### config.mk
export PLATFORM = sky130hd
export DESIGN_NAME = level_step_ctrl
export DESIGN_NICKNAME = d
export VERILOG_FILES = /design/src/rtl/level_step_ctrl_pkg.sv /design/src/rtl/level_step_ctrl_btn_conditioner.sv /design/src/rtl/level_step_ctrl.sv
export SDC_FILE = /design/constraint.sdc
export NUM_CORES = 1
export LEC_CHECK = 0
export ABC_AREA = 1
export ABC_CLOCK_PERIOD_IN_PS = 2400
export BUFFER_PORTS_ARGS = -buffer_cell sky130_fd_sc_hd__clkbuf_2
export CAP_MARGIN = 20
export CORE_ASPECT_RATIO = 1.4
export CORE_MARGIN = 4
export CORE_UTILIZATION = 63
export CTS_CLUSTER_SIZE = 25
export DETAILED_ROUTE_END_ITERATION = 8
export PLACE_DENSITY = 0.88
export SLEW_MARGIN = 0
export SYNTH_ARGS = -nofsm -noshare
export SYNTH_HDL_FRONTEND = slang
export SYNTH_SLANG_ARGS = --single-unit
### constraint.sdc
create_clock -name clk -period 2.4 [get_ports clk]
set_clock_uncertainty 0.15 [all_clocks]
set_input_delay 0.48 -clock clk [delete_from_list [all_inputs] [get_ports clk]]
set_output_delay 0.48 -clock clk [all_outputs]
set_load 0.01 [all_outputs]
### src/rtl/level_step_ctrl_pkg.sv
// Shared types and constants for the level stepper.
// Level range limits and the per-button FSM state encoding.
package level_step_ctrl_pkg;

  localparam int LEVEL_W = 3;
  localparam logic [LEVEL_W-1:0] LEVEL_MAX = 3'd7;
  localparam logic [LEVEL_W-1:0] LEVEL_MIN = 3'd0;

  typedef enum logic [1:0] {
    IDLE   = 2'd0,
    HOLD   = 2'd1,
    REPEAT = 2'd2
  } btn_state_e;

endpackage

### src/rtl/level_step_ctrl_btn_conditioner.sv
// One push-button: 2-flop sync, debounce, and press/hold/repeat FSM.
// Emits a registered one-cycle req per accepted step.
module btn_conditioner
  import level_step_ctrl_pkg::*;
#(
  parameter logic [15:0] DEBOUNCE_CYCLES = 16'd50000,
  parameter logic [23:0] HOLD_CYCLES     = 24'd5000000,
  parameter logic [23:0] REPEAT_CYCLES   = 24'd2500000
) (
  input  logic clk,
  input  logic reset,
  input  logic btn,
  output logic req
);

  logic        s1;
  logic        s2;
  logic        db;
  logic [15:0] db_cnt;

  btn_state_e  state;
  btn_state_e  state_d;
  logic [23:0] timer;
  logic [23:0] timer_d;
  logic        req_d;

  always_ff @(posedge clk) begin
    if (reset) begin
      s1 <= 1'b0;
      s2 <= 1'b0;
    end else begin
      s1 <= btn;
      s2 <= s1;
    end
  end

  always_ff @(posedge clk) begin
    if (reset) begin
      db     <= 1'b0;
      db_cnt <= 16'd0;
    end else if (s2 == db) begin
      db_cnt <= 16'd0;
    end else if (db_cnt == DEBOUNCE_CYCLES - 16'd1) begin
      db     <= ~db;
      db_cnt <= 16'd0;
    end else begin
      db_cnt <= db_cnt + 16'd1;
    end
  end

  // The timer also holds at zero in the req cycle, so each
  // hold/repeat period spans one cycle more than its count.
  always_comb begin
    state_d = state;
    timer_d = timer + 24'd1;
    req_d   = 1'b0;
    unique case (state)
      IDLE: begin
        timer_d = 24'd0;
        if (db) begin
          state_d = HOLD;
          req_d   = 1'b1;
        end
      end
      HOLD: begin
        if (!db) begin
          state_d = IDLE;
          timer_d = 24'd0;
        end else if (req) begin
          timer_d = 24'd0;
        end else if (timer == HOLD_CYCLES - 24'd1) begin
          state_d = REPEAT;
          req_d   = 1'b1;
          timer_d = 24'd0;
        end
      end
      REPEAT: begin
        if (!db) begin
          state_d = IDLE;
          timer_d = 24'd0;
        end else if (req) begin
          timer_d = 24'd0;
        end else if (timer == REPEAT_CYCLES - 24'd1) begin
          req_d   = 1'b1;
          timer_d = 24'd0;
        end
      end
      default: begin
        state_d = IDLE;
        timer_d = 24'd0;
      end
    endcase
  end

  always_ff @(posedge clk) begin
    if (reset) begin
      state <= IDLE;
      timer <= 24'd0;
      req   <= 1'b0;
    end else begin
      state <= state_d;
      timer <= timer_d;
      req   <= req_d;
    end
  end

endmodule

### src/rtl/level_step_ctrl.sv
// Up/down buttons to a 0..7 level code for the bar decoder.
// Holds the level register, step pulse and range flags.
module level_step_ctrl
  import level_step_ctrl_pkg::*;
#(
  parameter logic [15:0]        DEBOUNCE_CYCLES = 16'd50000,
  parameter logic [23:0]        HOLD_CYCLES     = 24'd5000000,
  parameter logic [23:0]        REPEAT_CYCLES   = 24'd2500000,
  parameter logic               WRAP            = 1'b0,
  parameter logic [LEVEL_W-1:0] RESET_LEVEL     = 3'd0
) (
  input  logic               clk,
  input  logic               reset,
  input  logic               btn_up,
  input  logic               btn_down,
  output logic [LEVEL_W-1:0] level,
  output logic               step,
  output logic               at_max,
  output logic               at_min
);

  logic               up_req;
  logic               dn_req;
  logic [LEVEL_W-1:0] level_d;

  btn_conditioner #(
    .DEBOUNCE_CYCLES(DEBOUNCE_CYCLES),
    .HOLD_CYCLES    (HOLD_CYCLES),
    .REPEAT_CYCLES  (REPEAT_CYCLES)
  ) u_up (
    .clk  (clk),
    .reset(reset),
    .btn  (btn_up),
    .req  (up_req)
  );

  btn_conditioner #(
    .DEBOUNCE_CYCLES(DEBOUNCE_CYCLES),
    .HOLD_CYCLES    (HOLD_CYCLES),
    .REPEAT_CYCLES  (REPEAT_CYCLES)
  ) u_dn (
    .clk  (clk),
    .reset(reset),
    .btn  (btn_down),
    .req  (dn_req)
  );

  always_comb begin
    level_d = level;
    unique case (1'b1)
      up_req && !dn_req: begin
        if (level != LEVEL_MAX)
          level_d = level + 3'd1;
        else if (WRAP)
          level_d = LEVEL_MIN;
      end
      dn_req && !up_req: begin
        if (level != LEVEL_MIN)
          level_d = level - 3'd1;
        else if (WRAP)
          level_d = LEVEL_MAX;
      end
      default: level_d = level;
    endcase
  end

  always_ff @(posedge clk) begin
    if (reset) begin
      level <= RESET_LEVEL;
      step  <= 1'b0;
    end else begin
      level <= level_d;
      step  <= (level_d != level);
    end
  end

  assign at_max = (level == LEVEL_MAX);
  assign at_min = (level == LEVEL_MIN);

endmodule
* Word-level counts from Yosys, hierarchy flattened *
Index checks and enable logic that the tools add are counted.
Widths: inputs -> output; s select.

storage, ports and cells
  flip-flop bits (word level) = 96
  input port bits = 4
  word-level logic and storage cells = 108

operators by class
  add/subtract/negate cells = 6
  equal/unequal tests = 23
  mux-type cells = 45
  bitwise gates (word level) = 4
  reduce and logical (&&, ||, !) cells = 14

operators by type and width
  cell                   number
  $mux 24                12
  $pmux 24 s2            2
  $add 24x1->24 const B  2
  $eq 24x22->1 const B   2
  $eq 24x23->1 const B   2
  $add 16x1->16 const B  2
  $eq 16x16->1 const B   2
  $mux 2                 10
  $ne 3x3->1 const B     5
  $mux 1                 14
  $pmux 2 s3             2
  $reduce_and 4->1       2
  $mux 3                 2
  $pmux 1 s3             2
  $pmux 3 s2             1
  $reduce_or 3->1        2
  $eq 2x1->1 const B     2
  $eq 2x2->1 const B     2
  $logic_not 2->1        2
  $ne 2x1->1 const B     2
  $ne 2x2->1 const B     2
  $not 1->1              4
  $reduce_and 2->1       2
  $add 3x1->3 const B    1
  other kinds (8)        11

* Depth between registers and ports, before layout *
Gate-level depths: netlist (run 1).

  depth in word-level cells = 5
  gate-level depth with buffers = 11
  mapped depth without buffers = 11

* Cells and area by module *
A second synthesis (run 1) with hierarchy kept.

second synthesis, totals
  cell total of the unflattened synthesis = 769
  area, all modules = 5,210.0 µm²

by module, submodules not included
  module           instances  cells an instance  area an instance (µm²)
  btn_conditioner  2          355                2,404.8
  level_step_ctrl  1          59                 400.4

* Worst setup path after synthesis (run 1) *
No wires, ideal clock.

  path type = register -> register
  start = reg u_up.timer[0]
  end = reg u_up.timer[0]
  setup time = 0.117 ns
  arrival time = 1.479 ns
  required time = 2.133 ns
  slack = 0.654 ns
  cell stages (with the launch flop) = 12
  clock period less this slack = 1.746 ns
  path through = dfxtp_1 ha_1 nand2_1 nor2_2 nand2_2 nor2_1 nand2_1 nand2_2 nand2_2 nand3_4 buf_6 nor2_1

on the way
  cells in the longest elaborated chain, start to end = 5
  elaborated cells between the ends (all ways) = 10
  those cells by class = add/sub (1); eq/ne (2); mux (7)

ends and longest elaborated chain
  element                                      RTL line                                                                      source
  from (decl)                                  level_step_ctrl_btn_conditioner.sv:23                                         logic [23:0] timer;
  from (signal assigned)                       level_step_ctrl_btn_conditioner.sv:102                                        timer <= timer_d;
  $add 24x1->24, or another cell as far along  level_step_ctrl_btn_conditioner.sv:55                                         timer_d = timer + 24'd1;
  $mux 24 (on tied branches)                   level_step_ctrl_btn_conditioner.sv:83, level_step_ctrl_btn_conditioner.sv:71
  $mux 24 (on tied branches)                   level_step_ctrl_btn_conditioner.sv:81, level_step_ctrl_btn_conditioner.sv:69
  $mux 24 (on tied branches)                   level_step_ctrl_btn_conditioner.sv:78, level_step_ctrl_btn_conditioner.sv:66
  $pmux 24 s2 *                                level_step_ctrl_btn_conditioner.sv:57                                         unique case (state)

Every way passes the cells marked *; elsewhere a longest branch is shown, timed or not.
A chain may end at the register's enable or synchronous reset.

* Worst setup path in the final report (run 1) *
  start = reg level[1]
  end = out at_min

on the way
  cells in the longest elaborated chain, start to end = 1

ends and longest elaborated chain
  element                 RTL line               source
  from (decl)             level_step_ctrl.sv:16  output logic [LEVEL_W-1:0] level,
  from (signal assigned)  level_step_ctrl.sv:72  level <= level_d;
  $logic_not 3->1         level_step_ctrl.sv:78  assign at_min = (level == LEVEL_MIN);
  to (decl)               level_step_ctrl.sv:19  output logic at_min

No other way between the ends.

==> results of run 1 <==
how the worst min path moves through the flow:
stage	slack [ns]	from	to
final	0.16	btn_up	u_up.s1
after global routing	0.18	btn_down	u_dn.s1
after CTS	0.15	btn_up	u_up.s1
after detailed placement	0.25	u_dn.s1	u_dn.s2
after global placement	0.24	u_dn.s1	u_dn.s2
after floorplan	0.24	u_dn.s1	u_dn.s2
through the flow:
| stage | setup WS [ns] | instance area, um2 | hold slack, ns |
|---|---|---|---|
| 6_report | 0.3111 | 5469 | 0.1596 |
| 5_1_grt | 0.1549 | 5469 | 0.1779 |
| 4_1_cts | 0.3270 | 5469 | 0.1476 |
| 3_5_place_dp | 0.3980 | 5260 | 0.2511 |
| 3_3_place_gp | 0.5042 | 5260 | 0.2394 |
| 2_1_floorplan | 0.6537 | 5141 | 0.2383 |
state kept, by name, indices dropped and copies added, names as in the netlist, 2 cells and up:
| register | cells |
|---|---|
| u_dn.timer | 24 |
| u_up.timer | 24 |
| u_up.db_cnt | 16 |
| level | 3 |
| u_up.state | 2 |
| u_dn.db_cnt | 16 |
| u_dn.state | 2 |
worst register-to-register path, cell delays in order (launching register included):
cell and delay (ns):
sky130_fd_sc_hd__dfxtp_1 0.40, sky130_fd_sc_hd__ha_1 0.27, sky130_fd_sc_hd__nand2_1 0.09, sky130_fd_sc_hd__nor2_2 0.17, sky130_fd_sc_hd__nand2_2 0.11, sky130_fd_sc_hd__nor2_1 0.13, sky130_fd_sc_hd__nand2_1 0.09, sky130_fd_sc_hd__nand2_2 0.09
sky130_fd_sc_hd__nand2_2 0.08, sky130_fd_sc_hd__nand3_4 0.21, sky130_fd_sc_hd__nor2_1 0.11
cell usage after synthesis, types with 3 or more instances:
library cell              count  share of area
sky130_fd_sc_hd__a21oi_1     24          0.023
sky130_fd_sc_hd__buf_4        3         0.0044
sky130_fd_sc_hd__buf_6        3         0.0066
sky130_fd_sc_hd__dfxtp_1     96           0.37
sky130_fd_sc_hd__ha_1        17          0.041
sky130_fd_sc_hd__inv_1      110          0.080
sky130_fd_sc_hd__nand2_1    173           0.13
sky130_fd_sc_hd__nand2_2      4         0.0049
sky130_fd_sc_hd__nand3_1     51          0.050
sky130_fd_sc_hd__nand4_1     22          0.027
sky130_fd_sc_hd__nor2_1     156           0.11
sky130_fd_sc_hd__nor2_2       7         0.0085
sky130_fd_sc_hd__nor3_1      25          0.024
sky130_fd_sc_hd__nor4_1       5         0.0061
sky130_fd_sc_hd__o21ai_0     19          0.018
sky130_fd_sc_hd__or2_2        4         0.0049
sky130_fd_sc_hd__xnor2_1     10          0.017
sky130_fd_sc_hd__xor2_1      30          0.051
cell type report:
class | count | share of cell area
clock buffers | 11 | 0.02585
multi-input cells | 556 | 0.5003
flip-flops and latches | 96 | 0.3514
clock inverters | 3 | 0.01235
well taps | 100 | 0.02288
repair buffers | 11 | 0.01098
inverters | 111 | 0.07618
power groups by stage:
| stage | clock, uW | sequential (uW) | combinational, uW |
|---|---|---|---|
| 6_report | 1130 | 1600 | 21.9 |
| 3_3_place_gp | 0 | 1630 | 21.0 |
| 2_1_floorplan | 0 | 1630 | 15.1 |
| 5_1_grt | 1210 | 1600 | 26.0 |
| 4_1_cts | 1160 | 1600 | 22.0 |
| 3_5_place_dp | 0 | 1640 | 21.7 |
cells by family after synthesis:
kind of cell | count (synthesis)
and+or+nand+nor | 451
buffers and inverters | 119
DFF | 96
AOI/OAI and AO/OA | 48
xor gates and xnor gates | 40
adders and majority gates | 17
routing by layer:
metal | vias to the layer above | GRT usage
met5 | - | 0
met4 | 0 | 0.1235
met3 | 24 | 0.02867
met2 | 101 | 0.4368
met1 | 2118 | 0.2406
li1 | 2436 | -
==> metrics.log, run 1 <==
INFO  metric worst-endpoint-arrival = 1.46 ns
INFO  metric most_frequent_cells_in_the_layout = sky130_fd_sc_hd__nand2_1, sky130_fd_sc_hd__nor2_1, sky130_fd_sc_hd__inv_1, sky130_fd_sc_hd__dfxtp_1, sky130_fd_sc_hd__nand3_1
INFO  metric critical_path.endpoint_type = output port
INFO  metric hold_path_depth = 3
INFO  metric chipHeight = 114.9 um
INFO  metric area_of_combinational_cells_with_multiple_inputs = 0.002736 mm2
INFO  metric top_layer_used = met4
INFO  metric hp-class = in -> reg
INFO  metric clk_root_buffer_cell = sky130_fd_sc_hd__clkbuf_8
INFO  metric grt_overflow = 0
INFO  metric met2RoutedLength = 5302 um
INFO  metric synth_area = 0.005141 mm2
INFO  metric cp_num_cells = 5
INFO  metric combPwrFrac = 0.008
INFO  metric design.core.area = 0.007845 mm2
INFO  metric cell_family_with_the_largest_share_of_critical_path_delay = flip-flops
INFO  metric finalNetCount = 806
INFO  metric area_growth = 6.376%
INFO  metric synth_fp_nets = 792
INFO  metric cpMaxStageDelayCell = sky130_fd_sc_hd__dfxtp_1
INFO  metric place_congestion = 0.9296
INFO  metric ports_placed_on_the_boundary = 10
INFO  metric synthArstFlopShare = 0
INFO  metric fmaxAchievable = 0.4787 GHz
INFO  metric timing.critical_path.slowest_cell_delay = 0.45 ns
INFO  metric wl_met1 = 4356 um
INFO  metric crit_type = reg -> out
INFO  metric rows = 38
INFO  metric cellInternalPower = 2207 uW
INFO  metric clk-insertion-delay-late = 0.36 ns
INFO  metric fraction_of_the_mapped_netlist_area_in_adder_cells = 0.04137
INFO  metric grt_pass1_vias = 4668
INFO  metric synthXorXnorAreaFrac = 0.06814
INFO  metric finalSetupViolations = 0
INFO  metric critical_path_peak_fanout = 7
INFO  metric finalSetupTns = 0 ns
INFO  metric regToRegStartpoint = u_up.timer[0]
INFO  metric via_per_inst = 5.269
INFO  metric switching_share = 0.1972
INFO  metric antenna_cells_inserted = 0
INFO  metric hold_viol_final = 0
INFO  metric netlist_instances = 771
INFO  metric drt-initial-drc-count = 246
INFO  metric unrepaired_setup_endpoints_after_global_routing = no
INFO  metric routed-via-count = 4679
INFO  metric drt-total-wl = 10260 um
INFO  metric pwr_density_cell = 502.6 mW/mm2
INFO  metric initial_utilization = 0.6553
INFO  metric run_status = finished, final reports clean
INFO  metric synth_simple_gate_area_share = 0.3733
INFO  metric report.power.total = 2749 uW
INFO  metric timing.critical_path.from_type = register
INFO  metric clk_pin_slew = 0.09 ns
INFO  metric timing.rr.end = u_up.timer[18]
INFO  metric place.detailed.instances = 874
INFO  metric fin_crit = 2.089 ns
INFO  metric setup.reg_to_reg.worst_slack = 0.38 ns
INFO  metric postCtsHoldBufs = 0
INFO  metric path_cells = inv_1, ha_1, nand2_1, inv_1, clkbuf_2
INFO  metric drv_cap = 0
INFO  metric dp_hpwl = 7735 um
INFO  metric chipWidth = 84.35 um
INFO  metric worst-endpoint-required = 1.77 ns
INFO  metric ir_drop = 415.7 uV
INFO  metric count_of_placed_standard_cells_in_the_final_layout_fillers_left_out = 888
INFO  metric post_cts.resized_instances = 0
INFO  metric final_min_period_over_clock_period = 0.8704
INFO  metric layout.core_utilization = 0.6971
INFO  metric layout-drive-gt1-share = 0.05330
INFO  metric ys_dominant_reg_cell = sky130_fd_sc_hd__dfxtp_1
INFO  metric crit_top_cell = sky130_fd_sc_hd__inv_1
INFO  metric avg_cell_area_syn = 6.668 um2
INFO  metric critical_path_buf_inv_count = 3
INFO  metric clockBufferDepth = 2
INFO  metric critical_path_end = at_min
INFO  metric floorplan.die_area = 0.009690 mm2
INFO  metric post-cts-setup-buffer-count = 0
INFO  metric synth_seq_cells = 96
INFO  metric maximum_level_of_the_cts_h_tree = 3
INFO  metric maxSlewHeadroom = 0.6598
INFO  metric worstMarginPinSlew = 0.5091 ns
INFO  metric tritoncts_clock_tree = yes
INFO  metric grt_antenna_before_repair = 0
INFO  metric synth-warning-count = 0
INFO  metric most_common_cell_after_layout_fill_and_taps_aside = sky130_fd_sc_hd__nand2_1
INFO  metric global_route_wire_length_before_repair = 18660 um
INFO  metric detailroute.wirelength.met3 = 330 um
INFO  metric synth.mux.area_fraction = 0
INFO  metric number_of_flops_mapped_to_enable_cells_by_yosys = 0
INFO  metric leakage = 0.002093 uW
INFO  metric route.detailed.drc = 0
INFO  metric max_slew_vio_count = 0
INFO  metric avgRoutedWirePerCell = 11.55 um
INFO  metric tritoncts_num_sinks = 96
INFO  metric switching_power = 542.0 uW
INFO  metric synth_top_family_by_area = simple AND/OR/NAND/NOR gates
INFO  metric seq_area_frac_synth = 0.3738
INFO  metric grt_util_all_layers = 0.2283
INFO  metric synth_compound_area_frac = 0.04940
INFO  metric yosys.cell_types.count = 28
INFO  metric numPortBuffers = 9
INFO  metric crit_path_from = level[1]
INFO  metric tritoncts.num_buffers = 9
INFO  metric r2r_cells = 10
INFO  metric power_frac_clock = 0.411
INFO  metric fillers = 657
INFO  metric pin_count_of_the_biggest_net_entering_global_routing = 24
INFO  metric drtPass1Iterations = 5
INFO  metric ant_nets = 0
INFO  metric seq_power_share = 0.581
INFO  metric regArea = 0.001922 mm2
Power figures use the tool's default switching activity.
==> run 2, diff against run 1 <==
Settings changed: ABC_AREA 1 to unset, CORE_UTILIZATION 63 to 62, PLACE_DENSITY 0.88 to 0.87.
==> run 2 against run 1 <==
  * First-iteration DRC count decreased by 24%
  * Via count decreased by 21%
  * Hold slack improved by 0.012 ns
  * Sequential cell count unchanged
  * Die area decreased by 7.8%
  * Synthesized area decreased by 10%
  * Largest power group unchanged
  * Register-to-register slack got worse by 0.10 ns
  * Maximum frequency decreased by 1.6%
==> metrics.log, run 2 <==
INFO  metric hold_viol_final = 0 (unchanged)
INFO  metric cp_num_cells = 7 (+2)
INFO  metric maximum_level_of_the_cts_h_tree = 3 (unchanged)
INFO  metric initial_utilization = 0.6329 (-0.02243)
INFO  metric hp-class = in -> reg
INFO  metric antenna_cells_inserted = 0 (unchanged)
INFO  metric final_min_period_over_clock_period = 0.8846 (+0.01426)
INFO  metric timing.critical_path.from_type = register
INFO  metric synthXorXnorAreaFrac = 0.1362 (+0.06807)
INFO  metric tritoncts_clock_tree = yes
INFO  metric synth.most_common_cell = sky130_fd_sc_hd__nor2_1
INFO  metric synth_top_cells_by_count = sky130_fd_sc_hd__nor2_1, sky130_fd_sc_hd__dfxtp_1, sky130_fd_sc_hd__xnor2_1, sky130_fd_sc_hd__xor2_1, sky130_fd_sc_hd__nand2_1
INFO  metric synth_compound_area_frac = 0.05568 (+0.006272)
INFO  metric ys_dominant_reg_cell = sky130_fd_sc_hd__dfxtp_1
INFO  metric run_status = finished, final reports clean
INFO  metric finalSetupViolations = 0 (unchanged)
INFO  metric grt_antenna_before_repair = 0 (unchanged)
INFO  metric maxSlewHeadroom = 0.5063 (-0.1535)
INFO  metric ant_nets = 0 (unchanged)
INFO  metric synth.mux.area_fraction = 0.01324 (+0.01324)
INFO  metric cpMaxStageDelayCell = sky130_fd_sc_hd__a2111o_1
INFO  metric finalSetupTns = 0 ns (unchanged)
INFO  metric global_route_wire_length_before_repair = 14920 um (-20%)
INFO  metric fmaxAchievable = 0.4710 GHz (-1.6%)
INFO  metric worst-endpoint-required = 2.56 ns (+0.79 ns)
INFO  metric ports_placed_on_the_boundary = 10 (unchanged)
INFO  metric chipHeight = 110.2 um (-4.0%)
INFO  metric synth_top_family_by_area = simple AND/OR/NAND/NOR gates
INFO  metric synth_fp_nets = 563 (-29%)
INFO  metric netlist_instances = 542 (-30%)
INFO  metric unrepaired_setup_endpoints_after_global_routing = no
INFO  metric report.power.total = 2675 uW (-2.7%)
INFO  metric most_common_cell_after_layout_fill_and_taps_aside = sky130_fd_sc_hd__nor2_1
INFO  metric drtPass1Iterations = 5 (unchanged)
INFO  metric fin_crit = 2.123 ns (+0.03422 ns)
INFO  metric post_cts.resized_instances = 0 (unchanged)
INFO  metric seq_power_share = 0.597 (+0.016)
INFO  metric switching_share = 0.2094 (+0.01220)
INFO  metric cell_family_with_the_largest_share_of_critical_path_delay = compound AO/OA/AOI/OAI gates
INFO  metric tritoncts.num_buffers = 9 (unchanged)
INFO  metric critical_path_peak_fanout = 17 (+10)
INFO  metric most_frequent_cells_in_the_layout = sky130_fd_sc_hd__nor2_1, sky130_fd_sc_hd__dfxtp_1, sky130_fd_sc_hd__xnor2_1, sky130_fd_sc_hd__xor2_1, sky130_fd_sc_hd__nand2_1
INFO  metric drv_cap = 0 (unchanged)
INFO  metric synth_area = 0.004629 mm2 (-10%)
INFO  metric yosys.cell_types.count = 53 (+89%)
INFO  metric postCtsHoldBufs = 0 (unchanged)
INFO  metric worstMarginPinSlew = 0.7338 ns (+0.2248 ns)
INFO  metric combPwrFrac = 0.007 (about the same)
INFO  metric timing.rr.end = u_up.timer[11]
INFO  metric switching_power = 560.2 uW (+3.3%)
INFO  metric post-cts-setup-buffer-count = 0 (unchanged)
INFO  metric design.core.area = 0.007315 mm2 (-6.8%)
INFO  metric route.detailed.drc = 0 (unchanged)
INFO  metric grt_overflow = 0 (unchanged)
INFO  metric reg_top3 = u_dn.timer (24), u_up.timer (24)
INFO  metric synth_seq_cells = 96 (unchanged)
INFO  metric synth-warning-count = 0 (unchanged)
INFO  metric hold_path_depth = 2 (-1)
INFO  metric hold_path_startpoint = btn_up
INFO  metric grt_pass1_vias = 3524 (-25%)
INFO  metric clk_pin_slew = 0.09 ns (about the same)
INFO  metric avgRoutedWirePerCell = 13.60 um (+18%)
INFO  metric place_congestion = 0.8525 (-8.3%)
INFO  metric routed-via-count = 3710 (-21%)
INFO  metric power_frac_clock = 0.396 (-0.015)
INFO  metric clockBufferDepth = 2 (unchanged)
INFO  metric pwr_density_cell = 535.7 mW/mm2 (+6.6%)
INFO  metric yosys-top-cells-area = sky130_fd_sc_hd__dfxtp_1, sky130_fd_sc_hd__nor2_1, sky130_fd_sc_hd__xnor2_1
INFO  metric setup.reg_to_reg.worst_slack = 0.28 ns (-0.10 ns)
INFO  metric fraction_of_the_mapped_netlist_area_in_adder_cells = 0.04595 (+0.004573)
INFO  metric clk-insertion-delay-late = 0.37 ns (about the same)
INFO  metric pin_count_of_the_biggest_net_entering_global_routing = 25 (+4.2%)
INFO  metric layout-drive-gt1-share = 0.06452 (+0.01122)
INFO  metric seq_area_frac_synth = 0.4151 (+0.04132)
INFO  metric avg_cell_area_syn = 8.541 um2 (+28%)
INFO  metric max_slew_vio_count = 0 (unchanged)
INFO  metric path_cells = ha_1, and4_1, nand2_1, o31ai_1, a2111o_1, buf_12, nor2_1
INFO  metric dp_hpwl = 6359 um (-18%)
INFO  metric leakage = 0.001574 uW (-25%)
INFO  metric r2r_cells = 7 (-3)
INFO  metric drt-total-wl = 8907 um (-13%)
INFO  metric drt-initial-drc-count = 188 (-24%)
INFO  metric tritoncts_num_sinks = 96 (unchanged)
INFO  metric cellInternalPower = 2115 uW (-4.2%)
INFO  metric critical_path_buf_inv_count = 1 (-2)
INFO  metric rows = 37 (-2.6%)
INFO  metric layout_setup_ws = 0.2769 ns (-0.03423 ns)
INFO  metric area_of_combinational_cells_with_multiple_inputs = 0.002535 mm2 (-7.4%)
INFO  metric area_growth = 7.865%
INFO  metric chipWidth = 81.03 um (-3.9%)
INFO  metric number_of_flops_mapped_to_enable_cells_by_yosys = 0 (unchanged)
INFO  metric floorplan.die_area = 0.008933 mm2 (-7.8%)
INFO  metric layout.core_utilization = 0.6827 (-0.01444)
INFO  metric end_of_the_worst_hold_path = u_up.s1
INFO  metric synth_simple_gate_area_share = 0.2954 (-0.07792)
INFO  metric fillers = 564 (-14%)
INFO  metric numPortBuffers = 9 (unchanged)
INFO  metric crit_type = reg -> reg
INFO  metric grt_util_all_layers = 0.2110 (-0.01730)
INFO  metric dp_worst_setup_slack = 0.2337 ns (-0.1643 ns)
INFO  metric clk_root_buffer_cell = sky130_fd_sc_hd__clkbuf_8
INFO  metric synth_largest_area_cell = sky130_fd_sc_hd__dfxtp_1
INFO  metric ir_drop = 337.0 uV (-19%)
INFO  metric regArea = 0.001922 mm2 (unchanged)
INFO  metric worst-endpoint-arrival = 2.28 ns (+0.82 ns)
INFO  metric regToRegStartpoint = u_up.timer[0]
INFO  metric finalNetCount = 574 (-29%)
INFO  metric synthDominantCellAreaShare = 0.4151 (+0.04132)
INFO  metric timing.critical_path.slowest_cell_delay = 0.56 ns (+0.11 ns)
INFO  metric critical_path.endpoint_type = register
INFO  metric via_per_inst = 5.664 (+7.5%)
INFO  metric synthArstFlopShare = 0 (unchanged)
[run 2: cell count changes after synthesis, sizes merged, moves of 10 or more]
cell,previous run,this run
inv,110,25
xnor2,10,38
o21ai,20,5
nand2,177,32
a21oi,24,9
nor2,163,113
nand3,53,30
clkbuf,0,10
[run 2: stage by stage]
stage	hold slack [ns]	cells	cell area, um2
3_3_place_gp	0.2791	639	4790
2_1_floorplan	0.2638	542	4629
6_report	0.1716	655	4994
3_5_place_dp	0.2954	639	4790
4_1_cts	0.1697	655	4989
5_1_grt	0.1650	655	4994
[run 2: kinds of logic (layout without fill, tap and decap cells)]
family,Yosys count,after routing
AO/OA/AOI/OAI,36,36
flip-flops,96,96
XOR/XNOR,72,72
AND/OR/NAND/NOR,274,274
buffers and inverters,41,57
multiplexers,6,6
adder cells (fa/ha/maj),17,17
[run 2: layer usage]
metal  global-route usage  up-vias  share of wire  routed length [um]
met1               0.2245     1759           0.42                3710
li1                     -     1874              -                   -
met5                    0        -              0                   0
met2               0.3960       66           0.53                4745
met4              0.09662        0          0.019                 168
met3              0.03821       11          0.032                 282
[run 2: layout make-up]
type / count / area share
flip-flops and latches: 96 / 0.3849
repair buffers: 16 / 0.02456
multi-input cells: 405 / 0.5076
clock buffers: 12 / 0.02907
well taps: 97 / 0.02430
clock inverters: 4 / 0.01077
inverters: 25 / 0.01879
[run 2: worst max-delay path by stage]
stage / start / to / slack [ns]
after floorplan: u_dn.timer[0] / u_dn.timer[20] / 0.39
after global placement: u_up.db_cnt[11] / u_up.db_cnt[13] / 0.33
after detailed placement: u_up.db_cnt[11] / u_up.db_cnt[3] / 0.23
after CTS: u_up.db_cnt[11] / u_up.db_cnt[6] / 0.23
after global routing: u_up.timer[0] / u_up.timer[18] / 0.09
final: u_up.timer[0] / u_up.timer[11] / 0.28
[run 2: power by group through the flow]
| stage | sequential (uW) | clock (uW) | combinational, uW |
|---|---|---|---|
| after global placement | 1630 | 0 | 17.4 |
| after detailed placement | 1640 | 0 | 17.8 |
| after global routing | 1600 | 1140 | 19.8 |
| after CTS | 1600 | 1070 | 17.9 |
| final | 1600 | 1060 | 18.3 |
| after floorplan | 1630 | 0 | 13.1 |
==> run 3, diff against run 2 <==
Settings changed: MAX_ROUTING_LAYER set to met4.
==> run 3 against run 2 <==
  * Maximum frequency about the same
  * Cell count did not move
  * Die area unchanged
  * Design area is the same
  * Sequential share of layout area is the same
  * First-iteration DRC count decreased by 18%
  * Sequential cell count did not move
  * Sequential power is essentially flat
  * Clock power about the same
  * Global-route usage grew 0.61 points
  * Worst setup slack worse by 0.0018 ns
  * Critical endpoint unchanged
  * Largest cell class unchanged
==> metrics.log, run 3 (synthesis results as in run 2) <==
INFO  metric post_cts.resized_instances = 0 (unchanged)
INFO  metric count_of_placed_standard_cells_in_the_final_layout_fillers_left_out = 655 (unchanged)
INFO  metric tritoncts.num_buffers = 9 (unchanged)
INFO  metric dpl-instance-area = 0.004790 mm2 (unchanged)
INFO  metric route.detailed.drc = 0 (unchanged)
INFO  metric reg_top3 = u_dn.timer (24), u_up.timer (24)
INFO  metric initial_utilization = 0.6329 (unchanged)
INFO  metric fillers = 564 (unchanged)
INFO  metric ant_nets = 0 (unchanged)
INFO  metric critical_path.endpoint_type = register
INFO  metric critical_path_peak_fanout = 17 (unchanged)
INFO  metric clk-insertion-delay-late = 0.37 ns (about the same)
INFO  metric crit_type = reg -> reg
INFO  metric avgRoutedWirePerCell = 13.55 um (-0.38%)
INFO  metric most_common_cell_after_layout_fill_and_taps_aside = sky130_fd_sc_hd__nor2_1
INFO  metric place.detailed.instances = 639 (unchanged)
INFO  metric grt_pass1_vias = 3514 (-0.28%)
INFO  metric hold_viol_final = 0 (unchanged)
INFO  metric antenna_cells_inserted = 0 (unchanged)
INFO  metric most_frequent_cells_in_the_layout = sky130_fd_sc_hd__nor2_1, sky130_fd_sc_hd__dfxtp_1, sky130_fd_sc_hd__xnor2_1, sky130_fd_sc_hd__xor2_1, sky130_fd_sc_hd__nand2_1
INFO  metric end_of_the_worst_hold_path = u_up.s1
INFO  metric chipWidth = 81.03 um (unchanged)
INFO  metric timing.rr.end = u_up.timer[11]
INFO  metric grt_overflow = 0 (unchanged)
INFO  metric grt_util_all_layers = 0.2171 (+0.006088)
INFO  metric ir_drop = 337.0 uV (about the same)
INFO  metric maximum_level_of_the_cts_h_tree = 3 (unchanged)
INFO  metric floorplan.die_area = 0.008933 mm2 (unchanged)
INFO  metric worstMarginPinSlew = 0.7092 ns (-0.02461 ns)
INFO  metric design.core.area = 0.007315 mm2 (unchanged)
INFO  metric r2r_cells = 7 (unchanged)
INFO  metric drv_cap = 0 (unchanged)
INFO  metric numPortBuffers = 9 (unchanged)
INFO  metric unrepaired_setup_endpoints_after_global_routing = no
INFO  metric drt-initial-drc-count = 155 (-18%)
INFO  metric worst-endpoint-required = 2.56 ns (about the same)
INFO  metric tritoncts_clock_tree = yes
INFO  metric timing.critical_path.slowest_cell_delay = 0.56 ns (about the same)
INFO  metric timing.critical_path.from_type = register
INFO  metric routed-via-count = 3717 (+0.19%)
INFO  metric cpMaxStageDelayCell = sky130_fd_sc_hd__a2111o_1
INFO  metric worst-endpoint-arrival = 2.28 ns (about the same)
INFO  metric chipHeight = 110.2 um (unchanged)
INFO  metric hold_path_depth = 2 (unchanged)
INFO  metric drtPass1Iterations = 4 (-1)
INFO  metric dp_hpwl = 6359 um (unchanged)
INFO  metric finalSetupViolations = 0 (unchanged)
INFO  metric fin_crit = 2.125 ns (+0.001758 ns)
INFO  metric leakage = 0.001574 uW (unchanged)
INFO  metric final_min_period_over_clock_period = 0.8854 (about the same)
INFO  metric drt-total-wl = 8873 um (-0.38%)
INFO  metric finalSetupTns = 0 ns (unchanged)
INFO  metric design_area = 0.004994 mm2 (unchanged)
INFO  metric final.hold.worst_slack = 0.1764 ns (+0.004817 ns)
INFO  metric maxSlewHeadroom = 0.5228 (+0.01656)
INFO  metric path_cells = ha_1, and4_1, nand2_1, o31ai_1, a2111o_1, buf_12, nor2_1
INFO  metric pin_count_of_the_biggest_net_entering_global_routing = 25 (unchanged)
INFO  metric rows = 37 (unchanged)
INFO  metric area_growth = 7.865% (unchanged)
INFO  metric post-cts-setup-buffer-count = 0 (unchanged)
INFO  metric clk_pin_slew = 0.09 ns (about the same)
INFO  metric tritoncts_num_sinks = 96 (unchanged)
INFO  metric fmaxAchievable = 0.4706 GHz (about the same)
INFO  metric layout-drive-gt1-share = 0.06452 (unchanged)
INFO  metric place_congestion = 0.8660 (+1.6%)
INFO  metric clk_root_buffer_cell = sky130_fd_sc_hd__clkbuf_8
INFO  metric setup.reg_to_reg.worst_slack = 0.28 ns (about the same)
INFO  metric pwr_density_cell = 533.8 mW/mm2 (-0.36%)
INFO  metric hold_path_startpoint = btn_up
INFO  metric hp-class = in -> reg
INFO  metric ports_placed_on_the_boundary = 10 (unchanged)
INFO  metric max_slew_vio_count = 0 (unchanged)
INFO  metric finalNetCount = 574 (unchanged)
INFO  metric postCtsHoldBufs = 0 (unchanged)
INFO  metric grt_antenna_before_repair = 0 (unchanged)
INFO  metric regToRegStartpoint = u_up.timer[0]
INFO  metric global_route_wire_length_before_repair = 14950 um (+0.14%)
INFO  metric clockBufferDepth = 2 (unchanged)
INFO  metric via_per_inst = 5.675 (+0.19%)
INFO  metric run_status = finished, final reports clean
## run 3: per-stage QoR
step                      setup WS, ns  power (uW)  utilization
after floorplan                 0.3914        1648            -
after global placement          0.3272        1652       0.6548
after detailed placement        0.2337        1653       0.6548
after CTS                       0.2273        2689       0.6820
after global routing           0.09351        2757       0.6827
final                           0.2751        2666       0.6827
## run 3: cell type report
| cell class | count | area (um2) | area share |
|---|---|---|---|
| clock buffers | 12 | 145.1 | 0.02907 |
| clock inverters | 4 | 53.80 | 0.01077 |
| inverters | 25 | 93.84 | 0.01879 |
| multi-input cells | 405 | 2535 | 0.5076 |
| flip-flops and latches | 96 | 1922 | 0.3849 |
| well taps | 97 | 121.4 | 0.02430 |
| repair buffers | 16 | 122.6 | 0.02456 |
## run 3: worst max-delay path: cells and delay by family (launching register included)
family / cells / cell delay [ns]
flops: 1 / 0.34
compound gates: 2 / 0.66
simple gates: 3 / 0.44
fa+ha+maj: 1 / 0.25
buf+inv: 1 / 0.21
## run 3: worst max-delay path by stage
stage / from / to / cells after the start
6_report: u_up.timer[0] / u_up.timer[11] / 7
5_1_grt: u_up.timer[0] / u_up.timer[18] / 7
4_1_cts: u_up.db_cnt[11] / u_up.db_cnt[6] / 4
3_5_place_dp: u_up.db_cnt[11] / u_up.db_cnt[3] / 4
3_3_place_gp: u_up.db_cnt[11] / u_up.db_cnt[13] / 4
2_1_floorplan: u_dn.timer[0] / u_dn.timer[20] / 6
## run 3: power by group
group	internal [uW]	switching (uW)	total, uW
clock	512	537	1050
sequential	1600	2.35	1600
combinational	7.26	11.0	18.3
## run 3: metal layers
| metal | GRT usage | wire length, um | up-vias |
|---|---|---|---|
| met1 | 0.2250 | 3691 | 1761 |
| met5 | - | 0 | - |
| met4 | 0.09662 | 153 | 0 |
| li1 | - | - | 1874 |
| met3 | 0.03821 | 289 | 15 |
| met2 | 0.3960 | 4739 | 67 |
